## src/rtl/mem_port_arbiter.sv

```systemverilog
// -----------------------------------------------------------------------------
// mem_port_arbiter
//
// Shares one single-ported unified memory between the instruction-fetch port
// (if_*) and the data-memory port (dm_*). One transaction is outstanding at a
// time. It runs a req/ready/rvalid handshake with the memory and returns a
// one-cycle ack, with read data, to the port that won arbitration.
//
// Parameters
//   ADDR_W   address width of both ports and of the memory
//   DATA_W   data width; byte-enable width is DATA_W/8
//   TIMEOUT  cycles allowed in REQ+RESP before an error ack (0 = never)
//
// Ports
//   clk, reset                   clock, synchronous active-high reset
//   if_req/if_addr               fetch request (held until if_ack)
//   if_rdata/if_ack              fetched word, one-cycle completion pulse
//   dm_req/dm_we/dm_addr/
//   dm_wdata/dm_be               data request (held until dm_ack)
//   dm_rdata/dm_ack              load data, one-cycle completion pulse
//   stall_if/stall_dm            req & ~ack, used to freeze the pipeline
//   err                          pulses with the ack of a timed-out access
//   mem_req/mem_we/mem_addr/
//   mem_wdata/mem_be             request towards the memory
//   mem_ready/mem_rvalid/
//   mem_rdata                    memory accept, read-data valid, read data
//
// Build option
//   ARB_FAIR_EN  defined: round-robin between the ports when both request,
//                using a last_grant register. Undefined: fixed priority,
//                data port over fetch port.
// -----------------------------------------------------------------------------
module mem_port_arbiter #(
  parameter int ADDR_W  = 32,
  parameter int DATA_W  = 32,
  parameter int TIMEOUT = 16
) (
  input  logic                clk,
  input  logic                reset,
  // fetch port
  input  logic                if_req,
  input  logic [ADDR_W-1:0]   if_addr,
  output logic [DATA_W-1:0]   if_rdata,
  output logic                if_ack,
  // data port
  input  logic                dm_req,
  input  logic                dm_we,
  input  logic [ADDR_W-1:0]   dm_addr,
  input  logic [DATA_W-1:0]   dm_wdata,
  input  logic [DATA_W/8-1:0] dm_be,
  output logic [DATA_W-1:0]   dm_rdata,
  output logic                dm_ack,
  // hazard / status
  output logic                stall_if,
  output logic                stall_dm,
  output logic                err,
  // memory side
  output logic                mem_req,
  output logic                mem_we,
  output logic [ADDR_W-1:0]   mem_addr,
  output logic [DATA_W-1:0]   mem_wdata,
  output logic [DATA_W/8-1:0] mem_be,
  input  logic                mem_ready,
  input  logic                mem_rvalid,
  input  logic [DATA_W-1:0]   mem_rdata
);

  localparam int BE_W  = DATA_W / 8;
  localparam int CNT_W = (TIMEOUT > 1) ? $clog2(TIMEOUT + 1) : 1;

  typedef enum logic [1:0] {
    IDLE = 2'd0,
    REQ  = 2'd1,
    RESP = 2'd2,
    ACK  = 2'd3
  } state_t;

  state_t             state;
  state_t             state_nxt;
  logic               grant_dm;   // owner of the outstanding transaction
  logic               pick_dm;    // arbitration result in IDLE
  logic               timed_out;  // leaving REQ/RESP because the budget ran out
  logic [CNT_W-1:0]   tcnt;

  // The counter holds the number of REQ/RESP cycles already completed, so the
  // budget is exhausted in the cycle where it reads TIMEOUT-1: mem_req is then
  // seen for exactly TIMEOUT cycles when the memory never answers.
  function automatic logic tmo_hit(input logic [CNT_W-1:0] cnt);
    if (TIMEOUT == 0) return 1'b0;
    return (int'(cnt) == TIMEOUT - 1);
  endfunction

  // Arbitration
`ifdef ARB_FAIR_EN
  logic last_dm;  // 1 when the data port won the previous grant

  always_comb begin
    if (if_req && dm_req) pick_dm = ~last_dm;
    else                  pick_dm = dm_req;
  end
`else
  // Data port always wins: the MEM-stage instruction is the older one.
  always_comb pick_dm = dm_req;
`endif

  // Next-state logic
  always_comb begin
    state_nxt = state;
    timed_out = 1'b0;
    case (state)
      IDLE: begin
        if (if_req || dm_req) state_nxt = REQ;
      end
      REQ: begin
        // A real answer from the memory takes precedence over the timeout.
        if (mem_ready) begin
          state_nxt = mem_we ? ACK : RESP;
        end else if (tmo_hit(tcnt)) begin
          state_nxt = ACK;
          timed_out = 1'b1;
        end
      end
      RESP: begin
        if (mem_rvalid) begin
          state_nxt = ACK;
        end else if (tmo_hit(tcnt)) begin
          state_nxt = ACK;
          timed_out = 1'b1;
        end
      end
      ACK: begin
        state_nxt = IDLE;
      end
      default: begin
        state_nxt = IDLE;
      end
    endcase
  end

  // State, request latch, timeout counter, acks and read data
  always_ff @(posedge clk) begin
    if (reset) begin
      state     <= IDLE;
      grant_dm  <= 1'b0;
      mem_we    <= 1'b0;
      mem_addr  <= '0;
      mem_wdata <= '0;
      mem_be    <= '0;
      tcnt      <= '0;
      if_ack    <= 1'b0;
      dm_ack    <= 1'b0;
      err       <= 1'b0;
      if_rdata  <= '0;
      dm_rdata  <= '0;
`ifdef ARB_FAIR_EN
      last_dm   <= 1'b0;
`endif
    end else begin
      state  <= state_nxt;
      if_ack <= 1'b0;
      dm_ack <= 1'b0;
      err    <= 1'b0;

      case (state)
        IDLE: begin
          if (if_req || dm_req) begin
            grant_dm  <= pick_dm;
            mem_we    <= pick_dm ? dm_we : 1'b0;
            mem_addr  <= pick_dm ? dm_addr : if_addr;
            mem_wdata <= pick_dm ? dm_wdata : '0;
            mem_be    <= pick_dm ? dm_be : {BE_W{1'b1}};
            tcnt      <= '0;
`ifdef ARB_FAIR_EN
            last_dm   <= pick_dm;
`endif
          end
        end
        REQ, RESP: begin
          tcnt <= tcnt + 1'b1;
        end
        default: begin
        end
      endcase

      // Acks are registered: they rise in the cycle the FSM sits in ACK.
      if (state_nxt == ACK && state != ACK) begin
        if_ack <= ~grant_dm;
        dm_ack <= grant_dm;
        err    <= timed_out;
      end

      // Read data is only ever loaded here; otherwise it holds its value.
      if (state == RESP && mem_rvalid) begin
        if (grant_dm) dm_rdata <= mem_rdata;
        else          if_rdata <= mem_rdata;
      end else if (timed_out) begin
        if (grant_dm) dm_rdata <= '0;
        else          if_rdata <= '0;
      end
    end
  end

  // Outputs derived from registered state
  assign mem_req  = (state == REQ);
  assign stall_if = if_req & ~if_ack;
  assign stall_dm = dm_req & ~dm_ack;

endmodule

```

## config.mk

```make
export PLATFORM = sky130hd
export DESIGN_NAME = mem_port_arbiter
export DESIGN_NICKNAME = d
export VERILOG_FILES = /design/src/rtl/mem_port_arbiter.sv
export SDC_FILE = /design/constraint.sdc
export NUM_CORES = 1
export LEC_CHECK = 0
export CAP_MARGIN = 20
export CORE_ASPECT_RATIO = 2
export CORE_MARGIN = 2
export CORE_UTILIZATION = 44
export DETAILED_ROUTE_END_ITERATION = 10
export HOLD_SLACK_MARGIN = 0.05
export PLACE_DENSITY = 0.95
export SETUP_SLACK_MARGIN = 0.5
export SLEW_MARGIN = 20
export SYNTH_ARGS = -nofsm -noshare
export SYNTH_HDL_FRONTEND = slang
export SYNTH_SLANG_ARGS = --single-unit
```

## constraint.sdc

```tcl
create_clock -name clk -period 4.02 [get_ports clk]
set_input_delay 1.005 -clock clk [delete_from_list [all_inputs] [get_ports clk]]
set_output_delay 1.005 -clock clk [all_outputs]
set_load 0.02 [all_outputs]
```

==> metrics list, run 1 <==
- Gpl congestion: 0.834
* Site row count: 59
* TritonCTS buffer count: 17
- Fraction of final layout cells sized beyond drive strength 1: 0.0541
- Synth Area in Adders: 0.0174
- Synthesized area per cell: 8.57 sq um
- Largest family of logic cells by synthesized area: compound AO/OA/AOI/OAI gates
- In the final timing run, aggregate negative setup slack is 0 ns.
* Antenna diode instance count: 0
* Sequential cell area fraction in the yosys report: 0.501
- Measured against the total synthesized area, the mux share comes to 0.0556.
- Setup repair after global routing missed its margin: false
- Summed over all nets, the half-perimeter wirelength after detailed placement is 12.6 mm.
* Detailed-route wire length per cell: 16.7 um
* Largest area contributor in the netlist: dfxtp_1
- Counting flops with a built-in enable in the synthesized netlist gives 0.
* Min Clock Period, post-route: 3.35 ns
- CTS max path bufs: 2
- Of the total synthesized cell area, the portion taken by AND, OR, NAND and NOR gates is 0.162.
- TritonCTS built the clock tree.
- Largest driver fanout on the critical path: 5
* Clock Tree Root: clkbuf_16
* Top Ports: 278
- Post-route clock period utilization: 0.834
- After clock tree synthesis, the repair step resized 0 gates.
- For this run, the leading register cell type out of synthesis is dfxtp_1.
- The analysis attributes to cell leakage a power of 3.27 nW.
- Biggest area contributors in the synthesized netlist: dfxtp_1 50%, a21oi_1 8.9%, nand3_1 8.6%
- Buffers placed on the I/O ports in this run total 277.
- For the final database, setup skew stands at 0.0150 ns.
* Source-to-sink clock delay at the later pin of the worst-skew pair: 0.41 ns
- From synthesis to final layout, the design area changed by 58.9%.
- STA puts the critical path data required time at 3.01 ns.
- Library cells used by synthesis: 37
* Slew at the pin closest to its max-slew limit: 0.839 ns
- Total number of yosys warnings: 0
* Via count: 5893
- In this run the vertical extent of the chip is 166 um.
- Die Footprint: 14100 sq um
- The number of nets handed over by synthesis was 819.
- The post-synthesis compound-gate area fraction was 0.212.
* Number of hold buffers added after CTS: 0
- The final-report max-slew violation count is 0.
* First-pass GRT wire length: 28.6 mm
* Worst hold path type: flop to flop
- Final Routed Wirelength: 17.9 mm
- Of the post-synthesis cell area, the dominant cell type holds 0.501.
- Maximum number of pins on one net before global-route repair: 81
- The worst register-to-register path has a depth of 7.
* Synthesized-area fraction occupied by xor and xnor cells: 0
* Pre-Repair DR Iteration Count: 5
- The number of hold violations in the final report is 0.
* Max rail drop VDD: 0.491 mV
- Post-CTS clock slew at the launch and capture registers of the worst setup and hold paths: 0.06 ns
* Worst endpoint data arrival time: 2.35 ns
* Initial standard-cell utilization of the core: 0.446
* Core area: 12900 sq um
- In the final design database the tool counted 1058 nets.
* Via density per instance: 5.48
* Number of register bits inferred by synthesis: 144
- Achievable frequency: 298 MHz
- Die boundary width: 84.9 um
- Setup Viol. Count Final: 0
- Relative slew margins: 0.441
- Number of instances in the synthesized netlist: 672
- Mapped cell area: 5760 sq um
- The worst setup path is launched from an input port.
- All-layer global routing usage: 0.252
* Type of destination of the critical path: primary output
* Number of maximum-capacitance violations: 0
- Hold timing on the final database bottoms out at a slack of 0.450 ns.
* Async set-reset flop share out of synthesis: 0
- In the routed design, unresolved DRC markers number 0.
- Via count of the first global-routing pass: 5875
* DRT iter0 DRCs: 314
- Buffers added to address setup during post-CTS repair amount to 0.
- Cells on Worst Hold Path: 2
- Summed over all layers, the global routing overflow is 0.
* CTS H-tree lvls: 4
- The initial antenna violation count was 0.
- Class of the most critical setup path: input port to primary output
- In this run the power density over the cells is 424 nW/um^2.
- The detail route stage leaves a number of antenna-violating nets equal to 0.
- Sinks on Clock Net: 144
- Result of the run: completed
- Power comes to 0.00388 W.
## through the flow
step | instances | worst slack, ns | instance area [sq um] | utilization
after floorplan | 672 | 1.21 | 5760 | -
after detailed placement | 1044 | 0.677 | 8540 | 0.661
after CTS | 1076 | 0.675 | 9150 | 0.708
after global placement | 1044 | 0.692 | 8540 | 0.661
final | 1076 | 0.669 | 9150 | 0.708
after global routing | 1076 | 0.616 | 9150 | 0.708
## area by class of cell
| type | instances | area [sq um] |
|---|---|---|
| well taps | 152 | 190 |
| repair buffers | 288 | 2860 |
| clock buffers | 19 | 433 |
| fillers | 919 | 3770 |
| flip-flops and latches | 144 | 2880 |
| multi-input cells | 455 | 2580 |
| inverters | 5 | 18.8 |
| clock inverters | 13 | 176 |
## placed cells by master, fill, tap and decap left out, drive strengths merged, types with 2 or more instances in the layout
master         netlist  layout
nor2b                5       5
o22ai                2       2
nand3               99      99
clkinvlp             0       3
a211oi              32      32
clkbuf              49      19
mux2i               32      32
a21oi              102     102
o21ai               71      71
inv                  5       9
nor2                41      41
nand2               37      37
buf                 19      13
ha                   8       8
nor4                 3       3
clkdlybuf4s50        0     275
nand3b               4       4
bufinv               0       3
a32oi                2       2
clkinv               0       3
dfxtp              144     144
nand2b               2       2
a22oi                2       2
## critical path: stages
cell and delay (ns):
clkdlybuf4s50_1 0.55, nor2b_1 0.17, clkdlybuf4s50_1 0.62
## path summary, 6_finish.rpt
check	from	end	slack (ns)
setup / recovery	if_req	stall_if	0.67
hold reg to reg	mem_wdata[29]$_SDFFE_PP0P_	mem_wdata[29]$_SDFFE_PP0P_	0.45
hold / removal	mem_wdata[29]$_SDFFE_PP0P_	mem_wdata[29]$_SDFFE_PP0P_	0.45
setup reg to reg	state[0]$_SDFF_PP0_	mem_addr[20]$_SDFFE_PP0P_	1.56
## flip-flops by register name, summed over array words and instances (netlist names)
name / count
dm_ack: 1
dm_rdata: 32
err: 1
grant_dm: 1
if_ack: 1
if_rdata: 32
mem_addr: 32
mem_be: 4
mem_wdata: 32
mem_we: 1
state: 2
tcnt: 5
## per-layer routing
metal / wire [um] / GRT usage / vias to the layer above
met3: 1010 / 0.0586 / 66
li1: - / - / 2869
met1: 6330 / 0.270 / 2684
met5: 0 / 0 / -
met4: 1140 / 0.158 / 0
met2: 9450 / 0.436 / 274
## synthesized netlist by cell type, types with 2 or more instances
cell type  instances
inv_1              5
nand2b_1           2
o22ai_1            2
clkbuf_1          43
a21oi_1          102
buf_2             14
nand3b_1           4
buf_1              4
nand2_1           37
a211oi_1          32
nor2b_1            5
o21ai_1           13
mux2i_1           32
nand3_1           99
nor2_1            41
nor4_1             3
a22oi_1            2
ha_1               8
clkbuf_2           6
dfxtp_1          144
o21ai_0           58
## logic make-up (layout without fill, tap and decap cells)
group,after synthesis,in the layout
simple gates,198,198
buf+inv,73,325
flops,144,144
fa+ha+maj,8,8
compound gates,217,217
mux,32,32
## where the power goes
group / total, W / switching (W) / internal [W]
sequential: 0.00155 / 0.0000419 / 0.00150
combinational: 0.000709 / 0.000373 / 0.000337
clock: 0.00163 / 0.000634 / 0.000991
total: 0.00388 / 0.00105 / 0.00283
(Power assumes the default switching activity.)
==> run 2: changes to the inputs <==
--- a/config.mk
+++ b/config.mk
@@ -8,10 +8,10 @@
 export CAP_MARGIN = 20
 export CORE_ASPECT_RATIO = 2
 export CORE_MARGIN = 2
-export CORE_UTILIZATION = 44
+export CORE_UTILIZATION = 41
 export DETAILED_ROUTE_END_ITERATION = 10
 export HOLD_SLACK_MARGIN = 0.05
-export PLACE_DENSITY = 0.95
+export PLACE_DENSITY = 0.9
 export SETUP_SLACK_MARGIN = 0.5
 export SLEW_MARGIN = 20
 export SYNTH_ARGS = -nofsm -noshare
==> constraint.sdc (replaced) <==
create_clock -name clk -period 3.4 [get_ports clk]
set_input_delay 0.85 -clock clk [delete_from_list [all_inputs] [get_ports clk]]
set_output_delay 0.85 -clock clk [all_outputs]
set_load 0.02 [all_outputs]
==> run 2 against run 1 <==
Net effect: clock skew decreased by 0.0068 ns; non-clock buffer count did not move; critical path type unchanged; via count down 1.0%; register-to-register slack worse by 0.28 ns; highest routed layer unchanged; final area up 0.49%; sequential share of layout area fell by 0.15 points; total power increased by 18%.
==> metrics list, run 2 (same netlist as run 1, synthesis figures left out) <==
- Result of the run: completed
- Worst hold path type: flop to flop
* Startpoint Class: input port
- Buffers placed on the I/O ports in this run total 277.
- Worst hold path startpoint: mem_wdata[25]$_SDFFE_PP0P_
* Core area: 13800 sq um
- 278 I/O pins were placed.
- Via count: 5834
- The number of clock buffers added by TritonCTS is 17.
* Most frequent standard cell in the layout excluding fill and tap cells: clkdlybuf4s50_1
- Area used by multi-input combinational logic: 2580 sq um
* Pre-Repair DR Iteration Count: 5
* Gpl congestion: 0.862
* Hold Violations, Final: 0
- Met2 usage in global routing: 0.421
- Number of filler cells placed in the layout: 1057
* Clock Tree Root: clkbuf_16
- Startpoint of the worst register-to-register path: state[0]$_SDFF_PP0_
- Post-route setup slack: 0.595 ns
- Floorplan die height: 172 um
* TritonCTS clock tree: done
* Max rail drop VDD: 0.374 mV
- In the routed design, unresolved DRC markers number 0.
- The clock passes through at most 2 buffers.
* Fraction of final layout cells sized beyond drive strength 1: 0.0563
- Final Routed Wirelength: 17.7 mm
- The via count of the first global-routing pass came to 5544.
- Worst endpoint data arrival time: 1.96 ns
* Data required time at the worst endpoint: 2.55 ns
- First-pass GRT wire length: 27.6 mm
* Relative slew margins: 0.396
- In this run the remaining antenna-violating nets after routing total 0.
- At the placement stage, the worst setup path has a slack of 0.322 ns.
- The detailed router finished its first iteration with 267 violations.
- Commonest cells after routing, fill and taps aside: 274 x clkdlybuf4s50_1, 143 x dfxtp_1, 102 x a21oi_1
- Registers take 2880 sq um.
- By startpoint and endpoint, the worst setup path is classified as input port to primary output.
- Slew at the pin closest to its max-slew limit: 0.906 ns
- Setup repair after global routing missed its margin: false
- The analysis attributes to cell leakage a power of 3.27 nW.
* Startpoint of the most critical setup path: if_req
- After detailed routing, the number of vias per cell comes to 5.24.
- For this configuration, the core starts out at a cell density of 0.417.
- The H-tree was split into 4 levels.
- Sinks on Clock Net: 144
- Met3 Use GR: 0.0657
- Dividing the final minimum period by the clock period gives 0.825.
* Layout area overhead: 59.7%
* Global Route met1 Usage: 0.251
- Die boundary width: 87.8 um
* Layer with the highest usage after global routing: met2
- Detailed-route wire length per cell: 15.9 um
* Setup Viol. Count Final: 0
* Site row count: 61
- Max-cap violations in this run came to 0.
- Final Net Count: 1058
* Maximum number of pins on one net before global-route repair: 88
- The die covers 15100 sq um.
- Source-to-sink clock delay at the later pin of the worst-skew pair: 0.41 ns
- All-layer global routing usage: 0.234
* Number of hold buffers added after CTS: 0
- In this run the worst path has a maximum fanout of 5.
* Min Clock Period, post-route: 2.81 ns
- Power Dens Cells: 496 nW/um^2
- Adding up every negative setup slack in the final design gives 0 ns.
- Achievable frequency: 356 MHz
* Total half-perimeter wirelength after legalization and detailed placement: 12.3 mm
* Antenna diode instance count: 0
- The final-report max-slew violation count came to 0.
- After clock tree synthesis, the clock-pin slew on the worst setup and hold paths is 0.06 ns.
- Number of antenna violations at the first check in global routing: 0
- Remaining Overflow, GRT: 0
- Type of destination of the critical path: primary output
* Clock tree skew after final layout: 0.00814 ns
-- run 2: area by class of cell --
cell class | instances | share of cell area
Clock buffer | 18 | 0.0478
Clock inverter | 14 | 0.0185
Inverter | 5 | 0.00204
Multi-Input combinational cell | 455 | 0.281
Sequential cell | 144 | 0.314
Tap cell | 189 | 0.0257
Timing Repair Buffer | 288 | 0.311
-- run 2: per-stage QoR --
step / area, sq um / power [W] / util / hold slack, ns / cells
global route: 9190 / 0.00474 / 0.665 / 0.469 / 1113
floorplan: 5760 / 0.00228 / - / 0.456 / 672
CTS: 9190 / 0.00460 / 0.665 / 0.451 / 1113
detailed placement: 8580 / 0.00269 / 0.621 / 0.442 / 1081
global placement: 8580 / 0.00268 / 0.621 / 0.437 / 1081
finish: 9190 / 0.00456 / 0.665 / 0.449 / 1113
-- run 2: worst paths after layout --
check / slack (ns) / end / cells after the start
max: 0.59 / stall_if / 3
min: 0.45 / mem_wdata[25]$_SDFFE_PP0P_ / 2
max reg2reg: 1.28 / mem_addr[25]$_SDFFE_PP0P_ / 6
min reg2reg: 0.45 / mem_wdata[25]$_SDFFE_PP0P_ / 2
-- run 2: worst max-delay path: stages --
cell and delay, ns:
clkdlybuf4s50_1 0.58, nor2b_1 0.18, dlygate4sd2_1 0.34
-- run 2: repair_timing --
item / 4_1_cts / 5_1_grt
buffers inserted: 0 / 0
endpoints found under the setup margin: 1 / 0
resized for setup: 1 / 0
-- run 2: power by group --
part	leakage (nW)	internal, W	switching, W
logic	1.81	0.000395	0.000434
clock network	0.293	0.00113	0.000780
registers	1.18	0.00178	0.0000479
-- run 2: routing by layer --
layer  part of all wire  vias to the layer above  wire length [um]
li1                   -                     2871                 -
met1               0.35                     2706              6270
met2               0.56                      221              9810
met3              0.056                       36               986
met4              0.034                        0               600
met5                  0                        -                 0
